File: src/rtl/pc_gen_ras.sv
// pc_gen_ras: fetch program-counter generator with a return-address stack.
//
// Produces the registered instruction-fetch address every cycle.
// Redirect sources, highest first:
//   exception vector, resolved branch, predicted return, sequential.
//
// Ports
//   clk, rst                 rising-edge clock, async active-high reset
//   stall                    freeze pc_out and RAS (exception still acts)
//   exc_valid, exc_vec       exception redirect and its target
//   branch_true, new_addr    resolved-branch redirect and its target
//   call_push                fetch at pc_out is a call: push pc_out+STEP
//   ret_pop                  fetch at pc_out is a return: predict from RAS
//   pc_out                   current fetch address
//   ras_count                number of valid RAS entries
//   ras_overflow             one-cycle pulse: a push overwrote the oldest entry
//   ras_underflow            one-cycle pulse: a pop found the RAS empty
module pc_gen_ras #(
  parameter int unsigned       ADDR_W    = 32,
  parameter logic [ADDR_W-1:0] RESET_VEC = '0,
  parameter int unsigned       STEP      = 1,
  parameter int unsigned       RAS_DEPTH = 4
) (
  input  logic                       clk,
  input  logic                       rst,
  input  logic                       stall,
  input  logic                       exc_valid,
  input  logic [ADDR_W-1:0]          exc_vec,
  input  logic                       branch_true,
  input  logic [ADDR_W-1:0]          new_addr,
  input  logic                       call_push,
  input  logic                       ret_pop,
  output logic [ADDR_W-1:0]          pc_out,
  output logic [$clog2(RAS_DEPTH):0] ras_count,
  output logic                       ras_overflow,
  output logic                       ras_underflow
);

  localparam int unsigned PtrW = $clog2(RAS_DEPTH);
  localparam int unsigned CntW = PtrW + 1;

  logic [ADDR_W-1:0] pc_q, pc_d;
  logic [PtrW-1:0]   top_q, top_d;
  logic [CntW-1:0]   cnt_q, cnt_d;
  logic              ovf_q, ovf_d;
  logic              unf_q, unf_d;

  logic [ADDR_W-1:0] ras_q [RAS_DEPTH];
  logic              ras_we;
  logic [PtrW-1:0]   ras_waddr;
  logic [ADDR_W-1:0] ras_wdata;

  logic [ADDR_W-1:0] pc_seq;
  logic              ras_empty;
  logic              ras_full;

  // Sequential address also serves as the call return address; wraps naturally.
  assign pc_seq    = pc_q + ADDR_W'(STEP);
  assign ras_empty = (cnt_q == '0);
  assign ras_full  = (cnt_q == CntW'(RAS_DEPTH));

  always_comb begin
    pc_d      = pc_q;
    top_d     = top_q;
    cnt_d     = cnt_q;
    ovf_d     = 1'b0;
    unf_d     = 1'b0;
    ras_we    = 1'b0;
    ras_waddr = top_q + PtrW'(1);
    ras_wdata = pc_seq;

    if (exc_valid) begin
      pc_d  = exc_vec;
      cnt_d = '0;
      top_d = '0;
    end else if (!stall) begin
      pc_d = pc_seq;
      if (call_push && ret_pop && !branch_true && !ras_empty) begin
        // Return and call in one fetch: consume the old top and replace it in place.
        pc_d      = ras_q[top_q];
        ras_we    = 1'b1;
        ras_waddr = top_q;
      end else begin
        if (branch_true) begin
          pc_d = new_addr;
        end else if (ret_pop) begin
          if (!ras_empty) begin
            pc_d  = ras_q[top_q];
            top_d = top_q - PtrW'(1);
            cnt_d = cnt_q - CntW'(1);
          end else begin
            unf_d = 1'b1;
          end
        end
        if (call_push) begin
          // When full, the slot after top is the oldest entry, so it gets overwritten.
          ras_we = 1'b1;
          top_d  = top_q + PtrW'(1);
          if (ras_full) begin
            ovf_d = 1'b1;
          end else begin
            cnt_d = cnt_q + CntW'(1);
          end
        end
      end
    end
  end

  always_ff @(posedge clk or posedge rst) begin
    if (rst) begin
      pc_q  <= RESET_VEC;
      top_q <= '0;
      cnt_q <= '0;
      ovf_q <= 1'b0;
      unf_q <= 1'b0;
    end else begin
      pc_q  <= pc_d;
      top_q <= top_d;
      cnt_q <= cnt_d;
      ovf_q <= ovf_d;
      unf_q <= unf_d;
    end
  end

  // Stack contents are don't-care after reset; cnt_q gates their validity.
  always_ff @(posedge clk) begin
    if (ras_we) begin
      ras_q[ras_waddr] <= ras_wdata;
    end
  end

  assign pc_out        = pc_q;
  assign ras_count     = cnt_q;
  assign ras_overflow  = ovf_q;
  assign ras_underflow = unf_q;

endmodule

File: config.mk
export PLATFORM = sky130hd
export DESIGN_NAME = pc_gen_ras
export DESIGN_NICKNAME = d
export VERILOG_FILES = /design/src/rtl/pc_gen_ras.sv
export SDC_FILE = /design/constraint.sdc
export NUM_CORES = 1
export LEC_CHECK = 0
export CAP_MARGIN = 40
export CORE_AREA = 5 5 141 143
export CTS_CLUSTER_SIZE = 10
export DETAILED_ROUTE_END_ITERATION = 8
export DIE_AREA = 0 0 146 148
export PLACE_DENSITY_LB_ADDON = 0.3
export SKIP_CTS_REPAIR_TIMING = 1
export SKIP_LAST_GASP = 1
export SYNTH_ARGS = -nofsm -noshare
export SYNTH_HDL_FRONTEND = slang
export SYNTH_SLANG_ARGS = --single-unit
File: constraint.sdc
create_clock -name clk -period 8.12 [get_ports clk]
set_clock_uncertainty 0.15 [all_clocks]
set_input_delay 1.624 -clock clk [delete_from_list [all_inputs] [get_ports clk]]
set_output_delay 1.624 -clock clk [all_outputs]
set_load 0.005 [all_outputs]
# Word level (Yosys, flattened, before mapping)
# Memory sizes are Yosys's and may differ from the RTL's.
# Index checks and enable logic that the tools add are counted.
# classes
muxes	41
eq_ne	5
n_addsub	5
n_reduce_logical	9
# ops
operator	count
$mux W32	6
$add A32 B1 Y32 const B	1
$mux W3	8
$mux W2	10
$mux W1	17
$reduce_and A5 Y1	1
$add A3 B1 Y3 const B	1
$eq A3 B3 Y1 const B	1
$logic_and A1 B1 Y1	3
$logic_not A3 Y1	1
$ne A3 B2 Y1 const B	1
$ne A3 B3 Y1 const B	1
$reduce_bool A3 Y1	1
$sub A3 B1 Y3 const B	1
$add A2 B1 Y2 const B	1
$logic_not A1 Y1	2
$ne A2 B1 Y1 const B	1
$ne A2 B2 Y1 const B	1
$reduce_and A2 Y1	1
$sub A2 B1 Y2 const B	1
# totals
inputBits	71
wordCells	66
regBits	39
mem_count	1
mem_bits_rw	128
out_inout_bits	37
# mem_list
memory	depth	width	read_ports	rd_ports_with_merged_regs	wr	line	rtl
ras_q	4	32	1	0	1	48	logic [ADDR_W-1:0] ras_q [RAS_DEPTH];

# Logic depth before layout (Yosys ltp)
# Gate-level depths: netlist (run 1).
# logic_depth
ltp_word	9
ltp_mapped	8
ltp_nobuf	7

# Worst setup path after synthesis (run 1)
# OpenSTA, ideal clock, no wires.
# synth_timing
kind	input-to-reg
startpoint	input port exc_valid
endpoint	memory ras_q[1][0], enable pin
required_ps	7468
stages	5
n_path_buf	2
t_arrival_ps	5427
setup_time_ps	502
slack_ps	2041
path_cell_list	clkbuf_1 clkbuf_1 nor2_1 nand2_1 nor4_1
# synth_between
elab_chain_len	3
word_cells_on_any_way	4
# synth_lines
element	line	rtl
start: declaration	27	input logic exc_valid,
$mux W1	72	if (exc_valid) begin
$mux W1	127	if (ras_we) begin
$mux W1 (not written as such)	128	ras_q[ras_waddr] <= ras_wdata;
end: declaration	48	
# Several ways; a longest one is shown, not always the timed one.

# Final worst setup path (run 1)
# layout_timing
startpoint	input port branch_true
endpoint	memory ras_q[2][22], enable pin
# layout_between
elab_chain_len	8
word_cells_on_any_way	11
# layout_lines
element	line	rtl
start: declaration	29	input logic branch_true,
$logic_not A1 Y1 *	78	if (call_push && ret_pop && !branch_true && !ras_empty) begin
$logic_and A1 B1 Y1 * (2 in a row)	78	
$mux W1	78	
$mux W1	76	end else if (!stall) begin
$mux W1	72	
$mux W1	127	
$mux W1 (not written as such)	128	
# Mark *: on every way between the ends. The rest lies on a longest branch, timed or not.

==> results of run 1 <==
==> Yosys cell counts (4+ instances only) <==
| master | n |
|---|---|
| edfxtp_1 | 128 |
| dfrtp_1 | 39 |
| nand2_1 | 34 |
| mux4_2 | 26 |
| xnor2_1 | 26 |
| a21oi_1 | 23 |
| clkbuf_1 | 23 |
| nor2_1 | 23 |
| inv_1 | 19 |
| nand2b_1 | 17 |
| a221oi_1 | 16 |
| nand3_1 | 15 |
| nor3_1 | 10 |
| o31ai_1 | 10 |
| a221o_1 | 9 |
| o21ai_0 | 9 |
| a31oi_1 | 8 |
| buf_2 | 8 |
| nand4_1 | 7 |
| nor4_1 | 7 |
| a32o_1 | 6 |
| mux4_1 | 6 |
| a31o_2 | 5 |
| o21ai_1 | 5 |
| o22ai_1 | 5 |
| xor2_1 | 5 |
| and2_1 | 4 |
| and4_1 | 4 |
| ha_1 | 4 |
| nor2b_1 | 4 |
| o31a_1 | 4 |
==> sequential cells by signal (all words and copies together), names as in the netlist <==
register and cells:
pc_out 32, ras_q 128, top_q 2, ras_count 3, ras_overflow 1, ras_underflow 1
==> per-stage QoR <==
stage,hold slack [ns],cell area (um2),total power [mW]
after detailed placement,0.468,9440,1.38
after CTS,0.484,10000,2.20
final,0.483,10000,2.19
after global placement,0.456,9420,1.37
after floorplan,0.407,8120,1.22
after global routing,0.524,10000,2.27
==> how the worst max path moves through the flow <==
stage                     start            to  slack [ns]  depth (start not counted)
global route        branch_true  ras_q[2][22]        3.94                          8
CTS                 branch_true  ras_q[2][22]        4.09                          8
global placement    branch_true  ras_q[2][19]        3.72                          8
detailed placement  branch_true  ras_q[2][16]        3.66                          8
floorplan             exc_valid   ras_q[1][0]        2.04                          5
finish              branch_true  ras_q[2][22]        4.06                          8
==> area by class of cell <==
type / instances / area share [%]
clock buffer: 17 / 4.24
multi-input combinational: 357 / 30.5
tap: 234 / 2.92
sequential: 167 / 48.0
inverter: 19 / 0.710
clock inverter: 15 / 1.77
timing repair buffer: 122 / 11.9
==> layer usage <==
metal	GRT usage (%)	up-vias
li1	-	2525
met1	28.6	2954
met2	33.5	250
met3	4.17	25
met4	6.54	0
met5	0	-
==> power by group through the flow <==
| stage | clock network [mW] | registers [mW] | logic [mW] |
|---|---|---|---|
| 2_1_floorplan | 0 | 1.03 | 0.193 |
| 3_3_place_gp | 0 | 1.04 | 0.323 |
| 3_5_place_dp | 0 | 1.05 | 0.332 |
| 4_1_cts | 0.837 | 1.03 | 0.334 |
| 5_1_grt | 0.872 | 1.03 | 0.361 |
| 6_report | 0.829 | 1.03 | 0.332 |
==> worst max-delay path: cells and delay by family <==
kind | cells | cell delay (ns)
buf+inv | 3 | 1.15
simple gates | 4 | 1.03
mux | 1 | 0.15
==> placed cells by master (no fill, tap or decap), drive strengths merged, types with 4 or more instances in the layout <==
| cell | count |
|---|---|
| ha | 4 |
| o31a | 4 |
| nor2b | 4 |
| a221o | 9 |
| clkbuf | 17 |
| a21oi | 23 |
| o221a | 4 |
| nand2b | 17 |
| xor2 | 5 |
| nand3 | 17 |
| o21ai | 14 |
| edfxtp | 128 |
| mux4 | 32 |
| a221oi | 18 |
| nor3 | 12 |
| a32o | 6 |
| a31oi | 8 |
| nor4 | 9 |
| nor2 | 26 |
| and2 | 4 |
| dfrtp | 39 |
| clkdlybuf4s50 | 106 |
| nand2 | 35 |
| clkinv | 4 |
| buf | 16 |
| o31ai | 10 |
| nand4 | 11 |
| clkinvlp | 5 |
| xnor2 | 26 |
| o22ai | 7 |
| inv | 22 |
| a31o | 7 |
| and4 | 4 |
==> cell families (layout without fill, tap and decap cells) <==
logic type / count (synthesis) / after routing / share of synthesized area [%]
AO/OA/AOI/OAI: 136 / 136 / 13.0
XOR/XNOR: 31 / 31 / 3.35
adder cells (fa/ha/maj): 4 / 4 / 0.617
buffers and inverters: 55 / 173 / 3.16
flip-flops: 167 / 167 / 59.4
multiplexers: 37 / 37 / 9.82
AND/OR/NAND/NOR: 149 / 149 / 10.7
==> metrics.cfg, run 1 <==
[status]
outcome = finished clean

[global_routing]
overflow = 0
grt_pass1_vias = 5822
grt_max_degree = 45
antenna_found_initial = 0
track_usage_pct = 20.7
grt_pass1_wl_um = 34300

[synth]
synth_fp_nets = 654
ys_top_cells_by_area = edfxtp_1 47%, dfrtp_1 12%, mux4_2 7.2%
synthesis.area_um2 = 8120
ys_seq_elements = 167
synthFlopType = edfxtp_1
synth_edf_count = 128
ys_seq_area_share_pct = 59.4
synth_area_per_cell_um2 = 14.0
synth_cell_types = 70
yosysWarnings = 0
synth_top_cell_area_share_pct = 47.4
yosysTopAreaCell = edfxtp_1
syn_inst = 579
synth-async-reset-ratio_pct = 23.4

[placed_design]
placed_cells = 899
dp_hpwl_um = 14400
globalplace.congestion = 0.813
portBuffers = 107
pre_cts_slack_ns = 3.66

[floorplanning]
start_util_pct = 44.0
core_region_area_um2 = 18500
io_pins = 108
die_w_um = 146
die_area_um2 = 21600
row_count = 50
die_height_um = 148

[clocking]
cts_made_buffers = 17
clkLatencyLatePin_ns = 0.43
clock_sinks = 167
path_clk_slew_ns = 0.06
cts_tree = yes
cts_buffer_depth = 2
h-tree-depth = 4
root_buffer = clkbuf_16

[pwr]
leakage_nw = 3.39
clockPowerShare_pct = 37.8
switchingPower_mw = 0.565
p_sw_share_pct = 25.8
p_int_mw = 1.63
share_seq_of_total_power_pct = 47.0
powerDensity_nw_per_um2 = 218
vdd_drop_max_v = 0.000203
comb_power_share_pct = 15.2

[routing]
wl_met2_um = 10900
drt-met1-wl_um = 9510
drt_pre_antenna_iters = 5
first_iter_violations = 567
wire_per_inst_um = 23.9
routed_wl_um = 22200
ant_nets = 0
routed_via_density = 6.18
highest_layer = met4
drc = 0
route.vias.total = 5754
route.met3.wl_um = 1460

[worst_setup_path]
slowest_stage = buf_4
cp_max_fo = 38
critPathKind = primary input to flop
r2r_slack_ns = 5.29
cp.arrival_ns = 3.97
regToRegEndpoint = ras_q[2][31]
cp-end-kind = flop
path_cells = clkdlybuf4s50_1 > buf_4 > nor2b_1 > nand2_1 > nor2_1 > mux2i_1 > nor2_2 > buf_4
startpoint_type = primary input
reg2reg_depth = 4
cp_common_cell = buf_4
slowest_delay_ns = 0.46
r2r-start = pc_out[3]
required_ns = 8.04

[sta]
finalMaxSlewViolations = 0
finalCritPeriodShare_pct = 50.0
worst_pin_slew_ns = 0.924
setup_viol = 0
fin_tns_setup_ns = 0
fmax_mhz = 247
period_minus_slack_ns = 4.06
final.setup.worst_slack_ns = 4.06
rsz0062_at_grt = no
final_hold_viol_count = 0
max-slew-margin-rel_pct = 38.4

[finish]
antennaDiodeCount = 0
multi_input_area_um2 = 3060
area_growth_pct = 23.7
regArea_um2 = 4820
drive_above_1_share_pct = 16.1
fill_cells = 1526
final_cells = 931
utilization_pct = 54.4
fin_nets = 759

[min_path]
hp-class = flop to flop
hold_end = pc_out[5]
hold-path-cell-count = 2
hp-start = pc_out[5]

[job]
maxCapViolCount = 0

(Power assumes the default switching activity.)
==> run 2, diff against run 1 <==
==> constraint.sdc (replaced) <==
create_clock -name clk -period 3.7 [get_ports clk]
set_clock_uncertainty 0.15 [all_clocks]
set_input_delay 0.74 -clock clk [delete_from_list [all_inputs] [get_ports clk]]
set_output_delay 0.74 -clock clk [all_outputs]
set_load 0.005 [all_outputs]
==> run 2 against run 1 <==
Effect of this change: combinational power grew 130%; critical path depth is the same; non-clock buffer count grew 8; critical path type is now flop to flop; largest cell class unchanged; count of clock-buffer cells in the layout grew 6; highest routed layer unchanged.
==> metrics.cfg, run 2 (same netlist as run 1, synthesis figures left out) <==
[worst_setup_path]
reg2reg_depth = 8
cp.arrival_ns = 2.60
cp_max_fo = 32
startpoint_type = flop
required_ns = 3.61
critPathKind = flop to flop
cp-end-kind = flop

[finish]
final_common_cell = edfxtp_1
antennaDiodeCount = 0
largest-register = ras_q
fin_nets = 767
largest_reg_flops = 128
mostFrequentLayoutCells = 128 x edfxtp_1, 106 x clkdlybuf4s50_1, 38 x dfrtp_1, 34 x nand2_1
final_cell_area_um2 = 10100
area_growth_pct = 24.4
drive_above_1_share_pct = 16.2

[job]
maxCapViolCount = 0

[global_routing]
grt_pass1_wl_um = 34800
antenna_found_initial = 0
grt_max_degree = 37
track_usage_pct = 21.2
grt_pass1_vias = 5901
overflow = 0

[placed_design]
globalplace.congestion = 0.809
pre_cts_slack_ns = 0.574
placed_area_um2 = 9510
dp_hpwl_um = 15400
portBuffers = 107

[pwr]
vdd_drop_max_v = 0.000354
leakage_nw = 3.43
powerDensity_nw_per_um2 = 473

[routing]
drc = 0
drt_pre_antenna_iters = 7
wire_per_inst_um = 24.1
first_iter_violations = 557
routed_via_density = 6.15
ant_nets = 0
routed_wl_um = 22600
route.vias.total = 5775

[sta]
fin_hold_ws_ns = 0.482
period_minus_slack_ns = 2.69
finalMaxSlewViolations = 0
rsz0062_at_grt = no
finalCritPeriodShare_pct = 72.8
final.setup.worst_slack_ns = 1.01
max-slew-margin-rel_pct = 46.2
worst_pin_slew_ns = 0.805
final_hold_viol_count = 0
setup_viol = 0
fmax_mhz = 371

[min_path]
hold-path-cell-count = 1
hp-class = flop to flop

[clocking]
root_buffer = clkbuf_16
cts_buffer_depth = 2
h-tree-depth = 4
clkLatencyLatePin_ns = 0.42
clock_sinks = 167
cts_made_buffers = 17
cts_tree = yes
path_clk_slew_ns = 0.06

[floorplanning]
core_region_area_um2 = 18500
die_area_um2 = 21600
io_pins = 108
die_w_um = 146
die_height_um = 148
start_util_pct = 44.0
row_count = 50

[status]
outcome = finished clean

## run 2: power by group
group | internal [mW] | switching (mW)
logic | 0.367 | 0.379
clock network | 1.07 | 0.685
registers | 2.15 | 0.119
total | 3.59 | 1.18
## run 2: critical path, cell delays in order, from the launching register on
cell and delay (ns):
dfrtp_1 0.40, inv_1 0.12, ha_1 0.25, nand2b_1 0.19, nand2_1 0.21, and2_1 0.31, mux2i_1 0.14, nor2_2 0.09
buf_4 0.44
## run 2: cell type report
class / count / area (um2)
clock inverter: 9 / 125
timing repair buffer: 130 / 1250
sequential: 167 / 4820
tap: 234 / 293
clock buffer: 23 / 458
inverter: 19 / 71.3
multi-input combinational: 357 / 3080
fill: 1473 / 8360
## run 2: worst paths after layout
| kind | from | endpoint | slack [ns] |
|---|---|---|---|
| max | ras_count[0] | ras_q[2][17] | 1.01 |
| min | pc_out[18] | pc_out[18] | 0.48 |
| max reg2reg | ras_count[0] | ras_q[2][17] | 1.01 |
| min reg2reg | pc_out[18] | pc_out[18] | 0.48 |
| max in group asynchronous | rst | pc_out[17] | 2.14 |
| min in group asynchronous | rst | pc_out[31] | 0.55 |
## run 2: per-stage QoR
step           cells  setup TNS, ns  power, mW  util, %
6_report         939              0       4.77     54.7
3_3_place_gp     907              0       3.02     51.6
5_1_grt          939              0       4.94     54.7
4_1_cts          939              0       4.79     54.7
3_5_place_dp     907              0       3.05     51.6
2_1_floorplan    579         -10.50       2.69        -
## run 2: layer usage
| metal | part of all wire [%] | track usage [%] | vias to the layer above |
|---|---|---|---|
| li1 | - | - | 2546 |
| met1 | 41 | 28.0 | 2931 |
| met2 | 50 | 35.5 | 268 |
| met3 | 8.0 | 4.60 | 30 |
| met4 | 1.7 | 6.63 | 0 |
| met5 | 0 | 0 | - |
==> run 3, diff against run 2 <==
==> constraint.sdc (replaced) <==
create_clock -name clk -period 2.65 [get_ports clk]
set_clock_uncertainty 0.15 [all_clocks]
set_input_delay 0.53 -clock clk [delete_from_list [all_inputs] [get_ports clk]]
set_output_delay 0.53 -clock clk [all_outputs]
set_load 0.005 [all_outputs]
==> run 3 against run 2 <==
Effect of this change: final area rose by 3.7%; total power is 45% higher; first-iteration DRC count rose by 40%; flip-flop and latch count unchanged; worst setup slack got worse by 0.81 ns; die area did not move; largest cell class unchanged.
==> metrics.cfg, run 3 (same netlist as run 1, synthesis figures left out) <==
[global_routing]
antenna_found_initial = 0
use_met2_pct = 37.2
track_usage_pct = 22.3
overflow = 0
grt.busiest_layer = met2
grt_pass1_vias = 6331
use_met3_pct = 4.45
grt_pass1_wl_um = 36700
met1_usage_pct = 29.2
grt_max_degree = 36

[floorplanning]
die_w_um = 146
row_count = 50
die_height_um = 148
start_util_pct = 44.0
die_area_um2 = 21600
io_pins = 108
core_region_area_um2 = 18500

[pwr]
vdd_drop_max_v = 0.000473
powerDensity_nw_per_um2 = 663
power_mw = 6.94
leakage_nw = 3.61

[worst_setup_path]
startpoint = pc_out[1]
slowest_delay_ns = 0.50
reg2reg_depth = 5
critPathKind = flop to flop
path_cells = ha_1 > nand4_2 > nor4_4 > nand3_1 > xnor2_1
cp_max_fo = 6
required_ns = 2.69
regToRegEndpoint = ras_q[3][26]
startpoint_type = flop
r2r_slack_ns = 0.20
slowest_stage = nor4_4
cp.arrival_ns = 2.49
cp-end-kind = flop
r2r-start = pc_out[1]

[clocking]
cts_tree = yes
path_clk_slew_ns = 0.07
h-tree-depth = 4
cts_buffer_depth = 2
root_buffer = clkbuf_16
clock_sinks = 167
clkLatencyLatePin_ns = 0.42
cts_made_buffers = 17

[placed_design]
portBuffers = 107
dp_hpwl_um = 16200
pre_cts_slack_ns = 0.0341
placed_area_um2 = 9840
globalplace.congestion = 0.836

[sta]
finalMaxSlewViolations = 0
finalCritPeriodShare_pct = 92.4
period_minus_slack_ns = 2.45
fin_tns_setup_ns = 0
worst_pin_slew_ns = 0.481
final.setup.worst_slack_ns = 0.202
fmax_mhz = 408
max-slew-margin-rel_pct = 67.8
setup_viol = 0
final_hold_viol_count = 0
rsz0062_at_grt = no

[min_path]
hp-class = primary input to asynchronous set/reset pin

[finish]
drive_above_1_share_pct = 20.0
final_cell_area_um2 = 10500
regArea_um2 = 4820
antennaDiodeCount = 0
utilization_pct = 56.7
largest-register = ras_q
fin_nets = 791
multi_input_area_um2 = 3110
fill_cells = 1435
largest_reg_flops = 128
mostFrequentLayoutCells = 128 x edfxtp_1, 106 x clkdlybuf4s50_1, 38 x dfrtp_1, 37 x buf_4, 32 x nand2_1
area_growth_pct = 29.0
final_common_cell = edfxtp_1

[routing]
ant_nets = 0
wire_per_inst_um = 24.8
routed_via_density = 6.27
first_iter_violations = 778
drc = 0
drt_pre_antenna_iters = 6
routed_wl_um = 23900
route.vias.total = 6034

[status]
outcome = finished clean

[job]
maxCapViolCount = 0

-- run 3: cell count changes in the layout (fill, tap and decap cells not counted), moves of 2 or more --
cell / change
buf_4: +15
clkbuf_8: +2
nand2_1: -2
nor2_4: +2
buf_12: +9
-- run 3: worst max path at each step --
stage | end | slack, ns | depth (start not counted)
2_1_floorplan | ras_q[3][0] | -0.15 | 5
3_3_place_gp | ras_q[3][19] | 0.05 | 6
3_5_place_dp | ras_q[3][22] | 0.03 | 6
4_1_cts | ras_q[0][28] | 0.24 | 5
5_1_grt | ras_q[3][28] | 0.04 | 5
6_report | ras_q[3][26] | 0.20 | 5
-- run 3: per-stage QoR --
| step | instances | hold WS (ns) |
|---|---|---|
| 3_3_place_gp | 931 | 0.457 |
| 3_5_place_dp | 931 | 0.475 |
| 5_1_grt | 963 | 0.337 |
| 6_report | 963 | 0.299 |
| 4_1_cts | 963 | 0.304 |
| 2_1_floorplan | 579 | 0.407 |
-- run 3: area by class of cell --
cell class | count | share of cell area, %
Timing Repair Buffer | 154 | 14.7
Sequential cell | 167 | 46.0
Multi-Input combinational cell | 357 | 29.7
Clock buffer | 24 | 4.60
Inverter | 19 | 0.681
Tap cell | 234 | 2.80
Clock inverter | 8 | 1.40
-- run 3: metal layers --
| layer | up-vias | part of all wire (%) | wire (um) |
|---|---|---|---|
| li1 | 2594 | - | - |
| met3 | 48 | 8.8 | 2110 |
| met1 | 3054 | 39 | 9440 |
| met4 | 0 | 2.3 | 551 |
| met2 | 338 | 49 | 11800 |
| met5 | - | 0 | 0 |
-- run 3: worst max-delay path: cells and delay by family (launching register included) --
family	cells	cell delay, ns
xor gates and xnor gates	1	0.39
DFF	1	0.44
and+or+nand+nor	3	0.98
adders and majority gates	1	0.26
-- run 3: report_power, final --
part	total, mW	switching, mW	internal (mW)	leakage [nW]
combinational	1.18	0.600	0.578	1.68
clock	2.63	0.981	1.65	0.304
sequential	3.13	0.132	3.00	1.62
total	6.94	1.71	5.23	3.61
